### src/rtl/mem_arbiter_pkg.sv
// Shared definitions for the instruction/data memory bus arbiter.
package mem_arbiter_pkg;

  typedef enum logic [1:0] {
    ARB_IDLE  = 2'd0,
    ARB_GNT_I = 2'd1,
    ARB_GNT_D = 2'd2
  } arb_state_t;

  localparam logic [3:0] WSTRB_NONE = 4'b0000;

endpackage

### src/rtl/mem_arb_pick.sv
// Next-grant decision for the arbiter plus the saturating count of consecutive
// data grants taken while a fetch was waiting.
module mem_arb_pick #(
  parameter int unsigned MAX_DRUN = 4
) (
  input  logic clk,
  input  logic rst,
  input  logic idle,
  input  logic i_valid,
  input  logic d_valid,
  output logic grant_i,
  output logic grant_d
);

  localparam int unsigned DW = $clog2(MAX_DRUN + 1);
  localparam logic [DW-1:0] DRUN_MAX = DW'(MAX_DRUN);

  logic [DW-1:0] drun;

  always_comb begin
    grant_d = idle && d_valid && !(i_valid && (drun == DRUN_MAX));
    grant_i = idle && !grant_d && i_valid;
  end

  // Only grants that actually bypass a waiting fetch advance the count.
  always_ff @(posedge clk) begin
    if (rst) begin
      drun <= '0;
    end else if (grant_d) begin
      if (i_valid) begin
        drun <= (drun == DRUN_MAX) ? drun : drun + DW'(1);
      end else begin
        drun <= '0;
      end
    end else if (grant_i) begin
      drun <= '0;
    end
  end

endmodule

### src/rtl/mem_arbiter.sv
// Shares one valid/ready memory bus between instruction fetch (I) and the
// load/store unit (D); data has priority, bounded so fetch always progresses.
module mem_arbiter
  import mem_arbiter_pkg::*;
#(
  parameter int unsigned MAX_DRUN = 4
) (
  input  logic        clk,
  input  logic        rst,
  input  logic        i_valid,
  input  logic [31:0] i_addr,
  output logic        i_ready,
  output logic [31:0] i_rdata,
  input  logic        d_valid,
  input  logic [31:0] d_addr,
  input  logic [31:0] d_wdata,
  input  logic [3:0]  d_wstrb,
  output logic        d_ready,
  output logic [31:0] d_rdata,
  output logic        mem_valid,
  input  logic        mem_ready,
  output logic [31:0] mem_addr,
  input  logic [31:0] mem_rdata,
  output logic [31:0] mem_wdata,
  output logic [3:0]  mem_wstrb
);

  arb_state_t state;
  logic       grant_i;
  logic       grant_d;

  mem_arb_pick #(
    .MAX_DRUN(MAX_DRUN)
  ) u_pick (
    .clk    (clk),
    .rst    (rst),
    .idle   (state == ARB_IDLE),
    .i_valid(i_valid),
    .d_valid(d_valid),
    .grant_i(grant_i),
    .grant_d(grant_d)
  );

  // A granted requester dropping valid aborts the cycle just like completion.
  always_ff @(posedge clk) begin
    if (rst) begin
      state <= ARB_IDLE;
    end else begin
      case (state)
        ARB_IDLE: begin
          if (grant_d) begin
            state <= ARB_GNT_D;
          end else if (grant_i) begin
            state <= ARB_GNT_I;
          end
        end
        ARB_GNT_I: if (!i_valid || mem_ready) state <= ARB_IDLE;
        ARB_GNT_D: if (!d_valid || mem_ready) state <= ARB_IDLE;
        default:   state <= ARB_IDLE;
      endcase
    end
  end

  always_comb begin
    mem_valid = 1'b0;
    mem_addr  = '0;
    mem_wdata = '0;
    mem_wstrb = WSTRB_NONE;
    i_ready   = 1'b0;
    d_ready   = 1'b0;
    i_rdata   = '0;
    d_rdata   = '0;
    case (state)
      ARB_GNT_I: begin
        mem_valid = i_valid;
        mem_addr  = i_addr;
        i_ready   = mem_ready && i_valid;
        i_rdata   = mem_rdata;
        d_rdata   = mem_rdata;
      end
      ARB_GNT_D: begin
        mem_valid = d_valid;
        mem_addr  = d_addr;
        mem_wdata = d_wdata;
        mem_wstrb = d_wstrb;
        d_ready   = mem_ready && d_valid;
        i_rdata   = mem_rdata;
        d_rdata   = mem_rdata;
      end
      default: ;
    endcase
  end

endmodule

### config.mk
export PLATFORM = sky130hd
export DESIGN_NAME = mem_arbiter
export DESIGN_NICKNAME = d
export VERILOG_FILES = /design/src/rtl/mem_arbiter_pkg.sv /design/src/rtl/mem_arb_pick.sv /design/src/rtl/mem_arbiter.sv
export SDC_FILE = /design/constraint.sdc
export NUM_CORES = 1
export LEC_CHECK = 0
export CORE_AREA = 2 2 105 107
export DETAILED_ROUTE_END_ITERATION = 16
export DIE_AREA = 0 0 107 109
export GPL_TIMING_DRIVEN = 0
export SYNTH_ARGS = -nofsm -noshare
export SYNTH_HDL_FRONTEND = slang
export SYNTH_SLANG_ARGS = --single-unit
### constraint.sdc
create_clock -name clk -period 1.5 [get_ports clk]
set_input_delay 0.15 -clock clk [delete_from_list [all_inputs] [get_ports clk]]
set_output_delay 0.15 -clock clk [all_outputs]
set_load 0.02 [all_outputs]
=== Word-level counts from Yosys, hierarchy flattened ===
Cells that the tools add are included.

* Muxes and demuxes: 16
* Add/sub/neg operators: 1
* Reduce and logical (&&, ||, !) cells: 18
* Equal/unequal tests: 7

{| class="wikitable"
|+ Operators with widths
! cell !! number
|-
| 2-to-1 mux 32 bit || 2
|-
| case mux 32 bit (2 select lines) || 1
|-
| 2-to-1 mux 3 bit || 4
|-
| 2-to-1 mux 2 bit || 4
|-
| logical AND 1 bit || 7
|-
| inequality test 3 bit (second input constant) || 2
|-
| case mux 2 bit (3 select lines) || 1
|-
| logical NOT 1 bit || 4
|-
| 2-to-1 mux 4 bit || 1
|-
| inequality test 2 bit (second input constant) || 2
|-
| adder 3 x 1 -> 3 bit (second input constant) || 1
|-
| == test 3 bit (second input constant) || 1
|-
| AND reduction 3 bit || 1
|-
| == test 2 x 1 -> 1 bit (second input constant) || 1
|-
| == test 2 bit (second input constant) || 1
|-
| logical NOT 2 bit || 1
|-
| logical OR 1 bit || 2
|-
| 2-to-1 mux 1 bit || 2
|-
| case mux 1 bit (2 select lines) || 1
|-
| AND reduction 2 bit || 1
|-
| nonzero test 2 bit || 1
|-
| OR reduction 2 bit || 1
|}

* Output and inout bits: 135
* Input port bits: 137
* Register bits after elaboration: 5
* Word-level logic and storage cells: 44

=== Logic depth before layout (Yosys ltp) ===
* Word-level depth: 10
* Gate-level depth with buffers: 6
* Depth with buffers taken out: 5

=== Cells and area by module ===
A second synthesis with hierarchy kept.

* Cells, all modules: 228
* Area, all modules: 1609.0 um^2

{| class="wikitable"
|+ Modules (own cells, without submodules)
! module !! seq. area each (um^2) !! area each (um^2) !! cells an instance !! instances
|-
| mem_arbiter || 40.0 || 1411.4 || 207 || 1
|-
| mem_arb_pick || 60.1 || 197.7 || 21 || 1
|}

=== Worst setup path before layout ===
Ideal clock, no wire load.

* Path type: reg-to-output
* From: register state[0]
* To: output port i_rdata[0]
* Required time: 1350 ps
* Data arrival time: 1550 ps
* Setup slack: -200 ps
* Path buffers: 3
* Cell stages (with the launch flop): 7
* Cells stage by stage: dfxtp_1 inv_1 ha_1 clkbuf_1 clkbuf_1 and2_1 buf_4

* Longest elaborated chain between the ends: 3
* Elaborated cells between the ends (all ways): 4
* Classes of those cells: 2 x eq/ne; 1 x mux; 1 x reduce/logical

{| class="wikitable"
|+ RTL lines
! what !! line !! RTL
|-
| from (decl) || mem_arbiter.sv:28 || <nowiki>arb_state_t state;</nowiki>
|-
| from (signal assigned) || mem_arbiter.sv:47 || <nowiki>state <= ARB_IDLE;</nowiki>
|-
| from (signal assigned) || mem_arbiter.sv:52 || <nowiki>state <= ARB_GNT_D;</nowiki>
|-
| from (signal assigned) || mem_arbiter.sv:54 || <nowiki>state <= ARB_GNT_I;</nowiki>
|-
| == test 2 bit / == test 2 x 1 -> 1 bit (equally long branches) || n/a ||
|-
| OR reduction 2 bit (no source line) (*) || n/a ||
|-
| 2-to-1 mux 32 bit (*) || n/a ||
|-
| to (decl) || mem_arbiter.sv:13 || <nowiki>output logic [31:0] i_rdata,</nowiki>
|}

Every way passes the cells marked *; elsewhere a longest branch is shown, timed or not.

=== Worst setup path after layout ===
* From: register state[1]
* To: output port mem_addr[27]

* Longest elaborated chain between the ends: 2
* Elaborated cells between the ends (all ways): 3
* Classes of those cells: 2 x eq/ne; 1 x mux

{| class="wikitable"
|+ RTL lines
! what !! line !! RTL
|-
| == test 2 bit / == test 2 x 1 -> 1 bit (equally long branches) || mem_arbiter.sv:73 || <nowiki>case (state)</nowiki>
|-
| case mux 32 bit (2 select lines) (*) || mem_arbiter.sv:73 ||
|-
| to (decl) || mem_arbiter.sv:22 || <nowiki>output logic [31:0] mem_addr,</nowiki>
|}

Marks and branches as above.

==> impl_metrics.prom <==
# TYPE chip_impl_metric gauge
chip_impl_info{name="outcome",value="finished, violations left"} 1
chip_impl_info{name="violations",value="setup timing"} 1
chip_impl_metric{name="ys_warn_count",unit=""} 0
chip_impl_metric{name="groute.usage.overall",unit="%"} 15.3
chip_impl_metric{name="yosys-mux-area-fraction",unit="%"} 0
chip_impl_metric{name="detail_route.wl_per_cell",unit="µm"} 15.1
chip_impl_info{name="timing.critical_path.slowest_stage_cell",value="sky130_fd_sc_hd__dfxtp_4"} 1
chip_impl_metric{name="cts_num_sinks",unit=""} 5
chip_impl_metric{name="synth_simple_gate_area_share",unit="%"} 45.9
chip_impl_metric{name="dp.final_hpwl",unit="µm"} 7820
chip_impl_metric{name="final_cells",unit=""} 656
chip_impl_info{name="setup_repair_after_global_routing_missed_its_margin",value="true"} 1
chip_impl_metric{name="initial_utilization",unit="%"} 14.6
chip_impl_metric{name="skew",unit="ns"} 0.000197
chip_impl_info{name="crit_path_cell_trace",value="inv_4, ha_4, clkbuf_16, clkbuf_16, buf_8, nor2b_4, buf_6"} 1
chip_impl_info{name="synth_top_cell_by_area",value="sky130_fd_sc_hd__and2_1"} 1
chip_impl_metric{name="crit_buf_inv",unit=""} 5
chip_impl_metric{name="gpl.final_weighted_congestion",unit=""} 0.766
chip_impl_metric{name="max_stage_delay",unit="ns"} 0.36
chip_impl_metric{name="detail_route.vias_per_cell",unit=""} 4.04
chip_impl_info{name="most_common_cell_after_layout_fill_and_taps_aside",value="sky130_fd_sc_hd__clkdlybuf4s50_1"} 1
chip_impl_info{name="root_buffer",value="sky130_fd_sc_hd__clkbuf_8"} 1
chip_impl_metric{name="pre_cts_ws",unit="ns"} -0.815
chip_impl_info{name="synth_top_family_by_area",value="simple AND/OR/NAND/NOR gates"} 1
chip_impl_metric{name="max-vdd-ir-drop",unit="µV"} 465
chip_impl_metric{name="grt_max_degree",unit=""} 11
chip_impl_metric{name="worstPathMaxFanout",unit=""} 8
chip_impl_info{name="synthFlopType",value="sky130_fd_sc_hd__dfxtp_1"} 1
chip_impl_metric{name="core-area",unit="µm²"} 10600
chip_impl_info{name="path_delay_family",value="buffers and inverters"} 1
chip_impl_metric{name="count_of_final_hold_check_violations",unit=""} 0
chip_impl_metric{name="powerDensity",unit="nW/µm²"} 676
chip_impl_info{name="layout_common_cells",value="136 x sky130_fd_sc_hd__clkdlybuf4s50_1, 118 x sky130_fd_sc_hd__buf_6, 63 x sky130_fd_sc_hd__and2_4"} 1
chip_impl_info{name="timing.setup.critical_path_class",value="reg2out"} 1
chip_impl_metric{name="placement_rows",unit=""} 38
chip_impl_metric{name="dieHeight",unit="µm"} 109
chip_impl_metric{name="clock.fmax",unit="GHz"} 0.581
chip_impl_metric{name="final_antenna_net_count",unit=""} 0
chip_impl_info{name="tritoncts_clock_tree",value="yes"} 1
chip_impl_metric{name="first_global_vias",unit=""} 2660
chip_impl_metric{name="syn-cell-area",unit="µm²"} 1550
chip_impl_metric{name="grt_first_pass_wirelength",unit="µm"} 14200
chip_impl_metric{name="synth_compound_gate_area_share",unit="%"} 20.7
chip_impl_metric{name="tritoncts.num_buffers",unit=""} 3
chip_impl_metric{name="detail_route.iter0.violations",unit=""} 38
chip_impl_metric{name="worst_ep_required_time",unit="ns"} 1.35
chip_impl_metric{name="drive_above_1_share",unit="%"} 66.3
chip_impl_metric{name="maxSlewHeadroom",unit="%"} 84.3
chip_impl_metric{name="worstSkewPairLatency",unit="ns"} 0.22
chip_impl_info{name="crit_top_cell",value="sky130_fd_sc_hd__clkbuf_16"} 1
chip_impl_metric{name="ys_seq_elements",unit=""} 5
chip_impl_metric{name="grt.overflow.total",unit=""} 0
chip_impl_metric{name="placement.io_buffers",unit=""} 271
chip_impl_metric{name="postCtsHoldBufs",unit=""} 0
chip_impl_metric{name="setup.reg_to_reg.worst_slack",unit="ns"} -0.05
chip_impl_metric{name="timing_max_transition_violations_final",unit=""} 0
chip_impl_metric{name="netlist_instances",unit=""} 224
chip_impl_info{name="worstSetupEndpointType",value="output pin"} 1
chip_impl_metric{name="worst-endpoint-arrival",unit="ns"} 1.57
chip_impl_metric{name="worst-slew-pin-transition",unit="ns"} 0.235
chip_impl_metric{name="r2r_cells",unit=""} 7
chip_impl_metric{name="yosys.area_share.adder",unit="%"} 4.05
chip_impl_metric{name="dp_cells",unit=""} 635
chip_impl_metric{name="die_width",unit="µm"} 107
chip_impl_metric{name="num-nets-final",unit=""} 659
chip_impl_metric{name="synth.net_count",unit=""} 366
chip_impl_metric{name="count_of_flip_flops_with_a_built_in_enable_after_synthesis",unit=""} 0
chip_impl_metric{name="min_hold_slack",unit="ns"} 0.485
chip_impl_info{name="setup.worst_path.start_class",value="flop"} 1
chip_impl_metric{name="synth_sequential_area_ratio",unit="%"} 6.48
chip_impl_metric{name="antenna_found_initial",unit=""} 0
chip_impl_metric{name="yosys.cell_types.count",unit=""} 26
chip_impl_metric{name="setup_slack_of_the_critical_path_after_layout",unit="ns"} -0.220
chip_impl_metric{name="asyncSetResetFlopFracSynth",unit="%"} 0
chip_impl_metric{name="num_antenna_cells",unit=""} 0
chip_impl_metric{name="syn_area_per_cell",unit="µm²"} 6.90
chip_impl_metric{name="synthToLayoutAreaGrowth",unit="%"} 254
chip_impl_metric{name="top_level_ports",unit=""} 272
chip_impl_metric{name="max-clock-path-buffers",unit=""} 2
chip_impl_metric{name="finalWorstPathRequiredPeriod",unit="ns"} 1.72
chip_impl_metric{name="cts_htree_levels",unit=""} 1
chip_impl_info{name="rr_startpoint",value="state[0]"} 1
chip_impl_metric{name="worst_hold_path.num_cells",unit=""} 1
chip_impl_info{name="timing.rr.end",value="state[1]"} 1
chip_impl_metric{name="dr_total_vias",unit=""} 2652
chip_impl_metric{name="post_synth_xor_area_fraction",unit="%"} 0
chip_impl_metric{name="finalSetupViolations",unit=""} 121
chip_impl_metric{name="drc",unit=""} 0
chip_impl_info{name="yosys-top-cells-area",value="sky130_fd_sc_hd__and2_1 28%, sky130_fd_sc_hd__a22oi_1 16%, sky130_fd_sc_hd__buf_4 16%, sky130_fd_sc_hd__nor2b_1 13%, sky130_fd_sc_hd__dfxtp_1 6.5%"} 1
chip_impl_metric{name="synth_largest_type_area_fraction",unit="%"} 27.5
chip_impl_metric{name="drt-total-wl",unit="µm"} 9940
chip_impl_metric{name="static-leakage-power",unit="µW"} 0.00237
chip_impl_metric{name="max-cap-violations",unit=""} 0
chip_impl_metric{name="drt-pass1-iter-count",unit=""} 4
chip_impl_metric{name="post-route-period-util",unit="%"} 115
chip_impl_metric{name="dieArea",unit="µm²"} 11700
chip_impl_info{name="hold_path_startpoint",value="u_pick.drun[2]"} 1
chip_impl_info{name="min_path_type",value="reg2reg"} 1
chip_impl_metric{name="cts.clk_slew.worst_paths",unit="ns"} 0.03
chip_impl_info{name="whs_endpoint",value="u_pick.drun[2]"} 1
-- cell type report --
| cell class | count | area (µm²) |
|---|---|---|
| fill | 1002 | 5140 |
| tap | 140 | 175 |
| clock buffer | 4 | 45.0 |
| multi-input combinational | 162 | 1550 |
| buffer | 51 | 629 |
| inverter | 6 | 27.5 |
| sequential | 5 | 108 |
| timing repair buffer | 288 | 2930 |
-- worst max-delay path by stage --
stage                   from            to  slack [ns]  cells after the start
CTS                 state[1]  mem_addr[30]       -0.23                      7
detailed placement  state[0]   mem_addr[2]       -0.81                      6
floorplan           state[0]   i_rdata[17]       -0.03                      6
finish              state[1]  mem_addr[27]       -0.22                      7
global route        state[1]  mem_addr[27]       -0.29                      7
global placement    state[0]   mem_addr[2]       -0.78                      6
-- where the power goes --
part	internal, µW	switching (µW)	leakage (µW)
Sequential	146	11.9	0.0000422
Combinational	1950	1330	0.00230
Clock	183	67.6	0.0000228
-- sequential cells by signal, indices dropped and copies added, names as in the netlist --
| name | cells |
|---|---|
| u_pick.drun | 3 |
| state | 2 |
-- Yosys cell counts, types with 2 or more instances --
cell                        n
sky130_fd_sc_hd__and2_1    68
sky130_fd_sc_hd__a22oi_1   32
sky130_fd_sc_hd__buf_4     32
sky130_fd_sc_hd__nor2b_1   32
sky130_fd_sc_hd__clkbuf_1  14
sky130_fd_sc_hd__inv_1      6
sky130_fd_sc_hd__dfxtp_1    5
sky130_fd_sc_hd__ha_1       5
sky130_fd_sc_hd__o21ai_0    5
sky130_fd_sc_hd__buf_2      3
sky130_fd_sc_hd__nand2_1    3
sky130_fd_sc_hd__and3_2     2
sky130_fd_sc_hd__buf_6      2
sky130_fd_sc_hd__nand3_1    2
sky130_fd_sc_hd__nor2_1     2
-- metrics by stage --
stage / power (µW) / TNS (ns) / utilization [%] / instance area [µm²]
3_3_place_gp: 2650 / -81.12 / 42.8 / 4540
2_1_floorplan: 1440 / -0.209 / - / 1650
5_1_grt: 3910 / -23.55 / 51.5 / 5460
4_1_cts: 3380 / -17.49 / 46.7 / 4950
6_report: 3690 / -15.45 / 51.5 / 5460
3_5_place_dp: 2670 / -83.32 / 42.8 / 4540
-- repair_timing --
action,in CTS,in global routing
gates cloned,3,3
setup buffers,8,4
pin swaps,3,9
resized for setup,819,134
setup endpoints to repair,136,137
-- routing by layer --
layer	global-route usage, %	routed length (µm)	vias up
met1	16.8	3550	1190
met3	3.71	849	13
met5	0	0	-
met4	2.60	150	0
li1	-	-	1299
met2	30.1	5390	150
-- cell families after synthesis --
group           count (synthesis)
flops                           5
compound gates                 43
simple gates                  114
buf+inv                        57
fa+ha+maj                       5
Power figures use the tool's default switching activity.
